[config.mk]
export PLATFORM = sky130hd
export DESIGN_NAME = mem_arbiter
export DESIGN_NICKNAME = d
export VERILOG_FILES = /design/src/rtl/mem_arbiter.sv
export SDC_FILE = /design/constraint.sdc
export NUM_CORES = 1
export LEC_CHECK = 0
export ABC_AREA = 1
export CAP_MARGIN = 20
export CORE_AREA = 5 5 140 142
export DETAILED_ROUTE_END_ITERATION = 8
export DIE_AREA = 0 0 145 147
export PLACE_DENSITY = 0.65
export SLEW_MARGIN = 5
export SYNTH_ARGS = -nofsm -noshare
export SYNTH_HDL_FRONTEND = slang
export SYNTH_SLANG_ARGS = --single-unit
[constraint.sdc]
create_clock -name clk -period 3.97 [get_ports clk]
set_input_delay 0.9925 -clock clk [delete_from_list [all_inputs] [get_ports clk]]
set_output_delay 0.9925 -clock clk [all_outputs]
set_load 0.1 [all_outputs]
[src/rtl/mem_arbiter.sv]
// mem_arbiter: round-robin sequencer that shares one mem_sys port.
// One operation in flight; a grant in RESP overlaps with the response.
package mem_arbiter_pkg;

  typedef struct packed {
    logic [31:0] address;
    logic [31:0] offset;
    logic [31:0] data;
    logic [1:0]  mode;
  } mem_in_bus_t;

  localparam mem_in_bus_t IDLE_BUS = '0;

endpackage

module mem_arbiter
  import mem_arbiter_pkg::*;
#(
  parameter int NREQ  = 2,
  parameter int IDX_W = $clog2(NREQ)
) (
  input  logic              clk,
  input  logic              reset,
  input  logic [NREQ-1:0]   req_valid,
  input  mem_in_bus_t       req_bus [NREQ],
  output logic [NREQ-1:0]   req_ready,
  output logic [NREQ-1:0]   resp_valid,
  output logic [31:0]       resp_data,
  output mem_in_bus_t       mem_bus,
  input  logic [31:0]       mem_data_out,
  output logic              busy
);

  typedef enum logic [1:0] {
    S_IDLE,
    S_ISSUE,
    S_RESP
  } state_t;

  state_t            r_state;
  state_t            w_state_nxt;
  logic [IDX_W-1:0]  r_last_grant;
  logic [IDX_W-1:0]  r_cur;
  logic [1:0]        r_cur_mode;
  mem_in_bus_t       r_mem_bus;

  logic              w_found;
  logic [IDX_W-1:0]  w_gidx;
  logic              w_grant;
  logic              w_has_data;

  localparam logic [IDX_W-1:0] LAST_RST = IDX_W'(NREQ - 1);

  if (NREQ < 2 || NREQ > 8) begin : g_bad_nreq
    $error("mem_arbiter: NREQ must be in 2..8");
  end

  // Scan from the requester after the last grant, wrapping around.
  always_comb begin
    int v;
    w_found = 1'b0;
    w_gidx  = '0;
    for (int k = 1; k <= NREQ; k++) begin
      v = (int'(r_last_grant) + k) % NREQ;
      if (!w_found && req_valid[v[IDX_W-1:0]]) begin
        w_found = 1'b1;
        w_gidx  = v[IDX_W-1:0];
      end
    end
  end

  assign w_grant = reset && w_found && (r_state != S_ISSUE);

  always_comb begin
    w_state_nxt = r_state;
    unique case (r_state)
      S_IDLE:  w_state_nxt = w_grant ? S_ISSUE : S_IDLE;
      S_ISSUE: w_state_nxt = S_RESP;
      S_RESP:  w_state_nxt = w_grant ? S_ISSUE : S_IDLE;
      default: w_state_nxt = S_IDLE;
    endcase
  end

  always_ff @(posedge clk or negedge reset) begin
    if (!reset) begin
      r_state      <= S_IDLE;
      r_last_grant <= LAST_RST;
      r_cur        <= '0;
      r_cur_mode   <= 2'b00;
      r_mem_bus    <= IDLE_BUS;
    end else begin
      r_state <= w_state_nxt;
      if (w_grant) begin
        r_mem_bus    <= req_bus[w_gidx];
        r_cur        <= w_gidx;
        r_cur_mode   <= req_bus[w_gidx].mode;
        r_last_grant <= w_gidx;
      end else begin
        r_mem_bus    <= IDLE_BUS;
      end
    end
  end

  // Reads and allocs return data; writes and rebases are bare acks.
  assign w_has_data = (r_cur_mode == 2'b00) || (r_cur_mode == 2'b10);

  always_comb begin
    req_ready  = '0;
    resp_valid = '0;
    resp_data  = '0;
    if (w_grant) begin
      req_ready[w_gidx] = 1'b1;
    end
    if (reset && r_state == S_RESP) begin
      resp_valid[r_cur] = 1'b1;
      if (w_has_data) begin
        resp_data = mem_data_out;
      end
    end
  end

  assign mem_bus = r_mem_bus;
  assign busy    = (r_state != S_IDLE);

  a_ready_onehot : assert property (
    @(posedge clk) disable iff (!reset) $onehot0(req_ready));

  a_resp_onehot : assert property (
    @(posedge clk) disable iff (!reset) $onehot0(resp_valid));

  a_issue_noready : assert property (
    @(posedge clk) disable iff (!reset)
    (r_state == S_ISSUE) |-> (req_ready == '0));

endmodule

==> run_results.csv <==
group,metric,value,unit
status,outcome,"finished clean",
global_route,grtUsageTotal,17.8,%
floorplanning,row_count,50,
worst_setup_path,critPathCaptureType,"output port",
sta,grt_setup_unrepaired,"no",
routing,routedWlPerCell,17.8,um
worst_setup_path,path_cells,"buf_4 -> nand3_1 -> or2_1 -> nor2_1 -> buf_12",
clock_tree,cts.sinks,103,
synthesis,synthSimpleGateAreaFrac,22.3,%
synthesis,synth_compound_area_share,16.0,%
synthesis,yosysUniqueCellTypes,16,
clock_tree,cts.clk_slew.worst_paths,0.07,ns
sta,relSlewSlack,26.2,%
floorplanning,die_w,145,um
placed_design,dp_hpwl,14700,um
global_route,grt_pass1_wl,30100,um
placed_design,port_buffers,366,
pwr,power,0.00342,W
pwr,ir_drop,267,uV
routing,routed_via_density,4.44,
sta,final.setup_skew,0.0117,ns
global_route,overflow,0,
synthesis,syn-num-nets,772,
pwr,p_sw_share,41.2,%
clock_tree,cts.path.max_buffers,2,
sta,fmax,285,MHz
floorplanning,start_util,26.6,%
final_layout,layout_commonest_cell,"clkdlybuf4s50_1",
worst_setup_path,r2r_cells,5,
final_layout,drive_above_1_share,16.1,%
clock_tree,root_buffer,"clkbuf_16",
synthesis,syn_inst,540,
worst_setup_path,worstPathMaxFanout,32,
routing,totalWireLength,19800,um
routing,drtIter0Drc,157,
clock_tree,htreeDepth,3,
routing,drc,0,
sta,fin_crit,3.51,ns
clock_tree,cts_made_buffers,9,
pwr,switching_power,0.00141,W
synthesis,ys_ff_latch,103,
worst_setup_path,arrival,2.52,ns
floorplanning,dieHeight,147,um
global_route,grt_use_met1,20.9,%
placed_design,place_congestion,0.832,
global_route,grt_max_degree,101,
clock_tree,cts_hold_buf,0,
sta,setup-violations-final,0,
worst_setup_path,cp-start-kind,"primary input",
global_route,grt_pass1_vias,5115,
routing,vias,4948,
pwr,pwr-share-clk,23.5,%
final_layout,syn2layout_area_growth,89.6,%
sta,post-route-period-util,88.4,%
synthesis,synth.avg_cell_area,9.03,um^2
synthesis,synthMuxAreaShare,0,%
synthesis,synth_area,4880,um^2
routing,ant_nets,0,
clock_tree,cts_setup_buffers,0,
sta,setup_tns,0,ns
floorplanning,die_area,21300,um^2
worst_setup_path,worstPathRequired,2.98,ns
synthesis,synth_top_family_by_area,"simple AND/OR/NAND/NOR gates",
sta,worst_slew_pin_slew,1.10,ns
global_route,grtUsageMet2,31.4,%
clock_tree,cts_tree,"built",
worst_setup_path,slowest_stage,"or2_1",
sta,finalHoldViolCount,0,
hold_path,hp-class,"in -> async",
global_route,antenna_found_initial,1,
synthesis,yosysWarnings,0,
routing,first_pass_iters,4,
synthesis,synth_fa_ha_area_share,0,%
floorplanning,ios,367,
global_route,grtUsageMet3,4.32,%
worst_setup_path,max_stage_delay,0.82,ns
clock_tree,clkLatencyLatePin,0.34,ns
worst_setup_path,path_class,"in -> out",
synthesis,synth_xor_xnor_area_share,0,%
global_route,busiest_layer,"met2",
pwr,power_density,370,nW/um^2
run,drv_cap,0,
synthesis,ys_seq_area_share,52.9,%
sta,slew_viol_final,0,
floorplanning,core_area,18300,um^2
pwr,cellLeakagePower,4.00,nW
clock_tree,cts-resized-gates,0,
final_layout,nets,1109,
final_layout,fillers,1733,
pwr,seqPwrFrac,33.8,%
final_layout,mostFrequentLayoutCells,"327 x clkdlybuf4s50_1, 112 x nand2_1, 102 x dfrtp_1, 99 x nand3_1, 80 x a21oi_2",
pwr,p_int,0.00201,W
pwr,p_comb_share,42.6,%
-- power groups by stage --
stage	Sequential, W	Combinational (W)	Clock, W
floorplan	0.00172	0.000393	0
global placement	0.00118	0.00146	0
global route	0.00117	0.00152	0.000878
finish	0.00116	0.00146	0.000805
detailed placement	0.00118	0.00147	0
CTS	0.00116	0.00147	0.000842
-- sequential cells by signal, indices dropped and copies added (netlist names) --
signal	flops
mem_bus	98
r_state	2
r_cur	1
r_cur_mode	1
r_last_grant	1
-- critical path: cells and delay by family --
kind / cells / cell delay, ns
and+or+nand+nor: 3 / 1.14
buffers and inverters: 2 / 0.38
-- metal layers --
layer	wire (um)	part of all wire (%)
met1	7790	39
met2	10100	51
met3	1300	6.6
met4	605	3.1
met5	0	0
-- cell type report --
| class | instances | area, um^2 | share of cell area, % |
|---|---|---|---|
| antenna | 1 | 2.50 | 0.0271 |
| clock buffer | 11 | 233 | 2.52 |
| clock inverter | 3 | 22.5 | 0.244 |
| inverter | 41 | 154 | 1.67 |
| multi-input combinational | 350 | 1890 | 20.4 |
| sequential | 103 | 2580 | 27.9 |
| tap | 234 | 293 | 3.17 |
| timing repair buffer | 372 | 4070 | 44.1 |
-- per-stage QoR --
stage | setup WS (ns) | cells | cell area, um^2 | util [%] | hold slack [ns]
3_3_place_gp | 0.476 | 1100 | 8980 | 49.0 | 0.442
4_1_cts | 0.468 | 1114 | 9240 | 50.4 | 0.432
5_1_grt | 0.304 | 1115 | 9240 | 50.4 | 0.436
2_1_floorplan | 0.150 | 540 | 4880 | - | 0.426
3_5_place_dp | 0.470 | 1100 | 8980 | 49.0 | 0.456
6_report | 0.459 | 1115 | 9240 | 50.4 | 0.452
-- cell families after synthesis --
logic type,Yosys count
compound gates,96
flops,103
simple gates,254
buf+inv,87
-- Yosys cell counts --
| cell | instances | area (um^2) |
|---|---|---|
| a21oi_1 | 16 | 80.1 |
| a21oi_2 | 80 | 701 |
| buf_1 | 1 | 3.75 |
| buf_2 | 19 | 95.1 |
| buf_4 | 3 | 22.5 |
| buf_6 | 9 | 101 |
| clkbuf_1 | 14 | 52.6 |
| dfrtp_1 | 102 | 2550 |
| dfstp_2 | 1 | 26.3 |
| inv_1 | 41 | 154 |
| nand2_1 | 113 | 424 |
| nand2_2 | 2 | 12.5 |
| nand3_1 | 99 | 495 |
| nor2_1 | 38 | 143 |
| nor2_2 | 1 | 6.26 |
| or2_1 | 1 | 6.26 |
-- path summary, 6_finish.rpt --
path | startpoint | slack (ns) | endpoint
max in group asynchronous | reset | 1.96 | mem_bus[52]
max | reset | 0.46 | resp_data[11]
min in group clk | r_state[0] | 0.46 | r_state[0]
min | reset | 0.45 | mem_bus[33]
min reg2reg | r_state[0] | 0.46 | r_state[0]
max reg2reg | r_last_grant | 2.02 | mem_bus[40]
No activity file was read; power rests on OpenSTA's default activity.
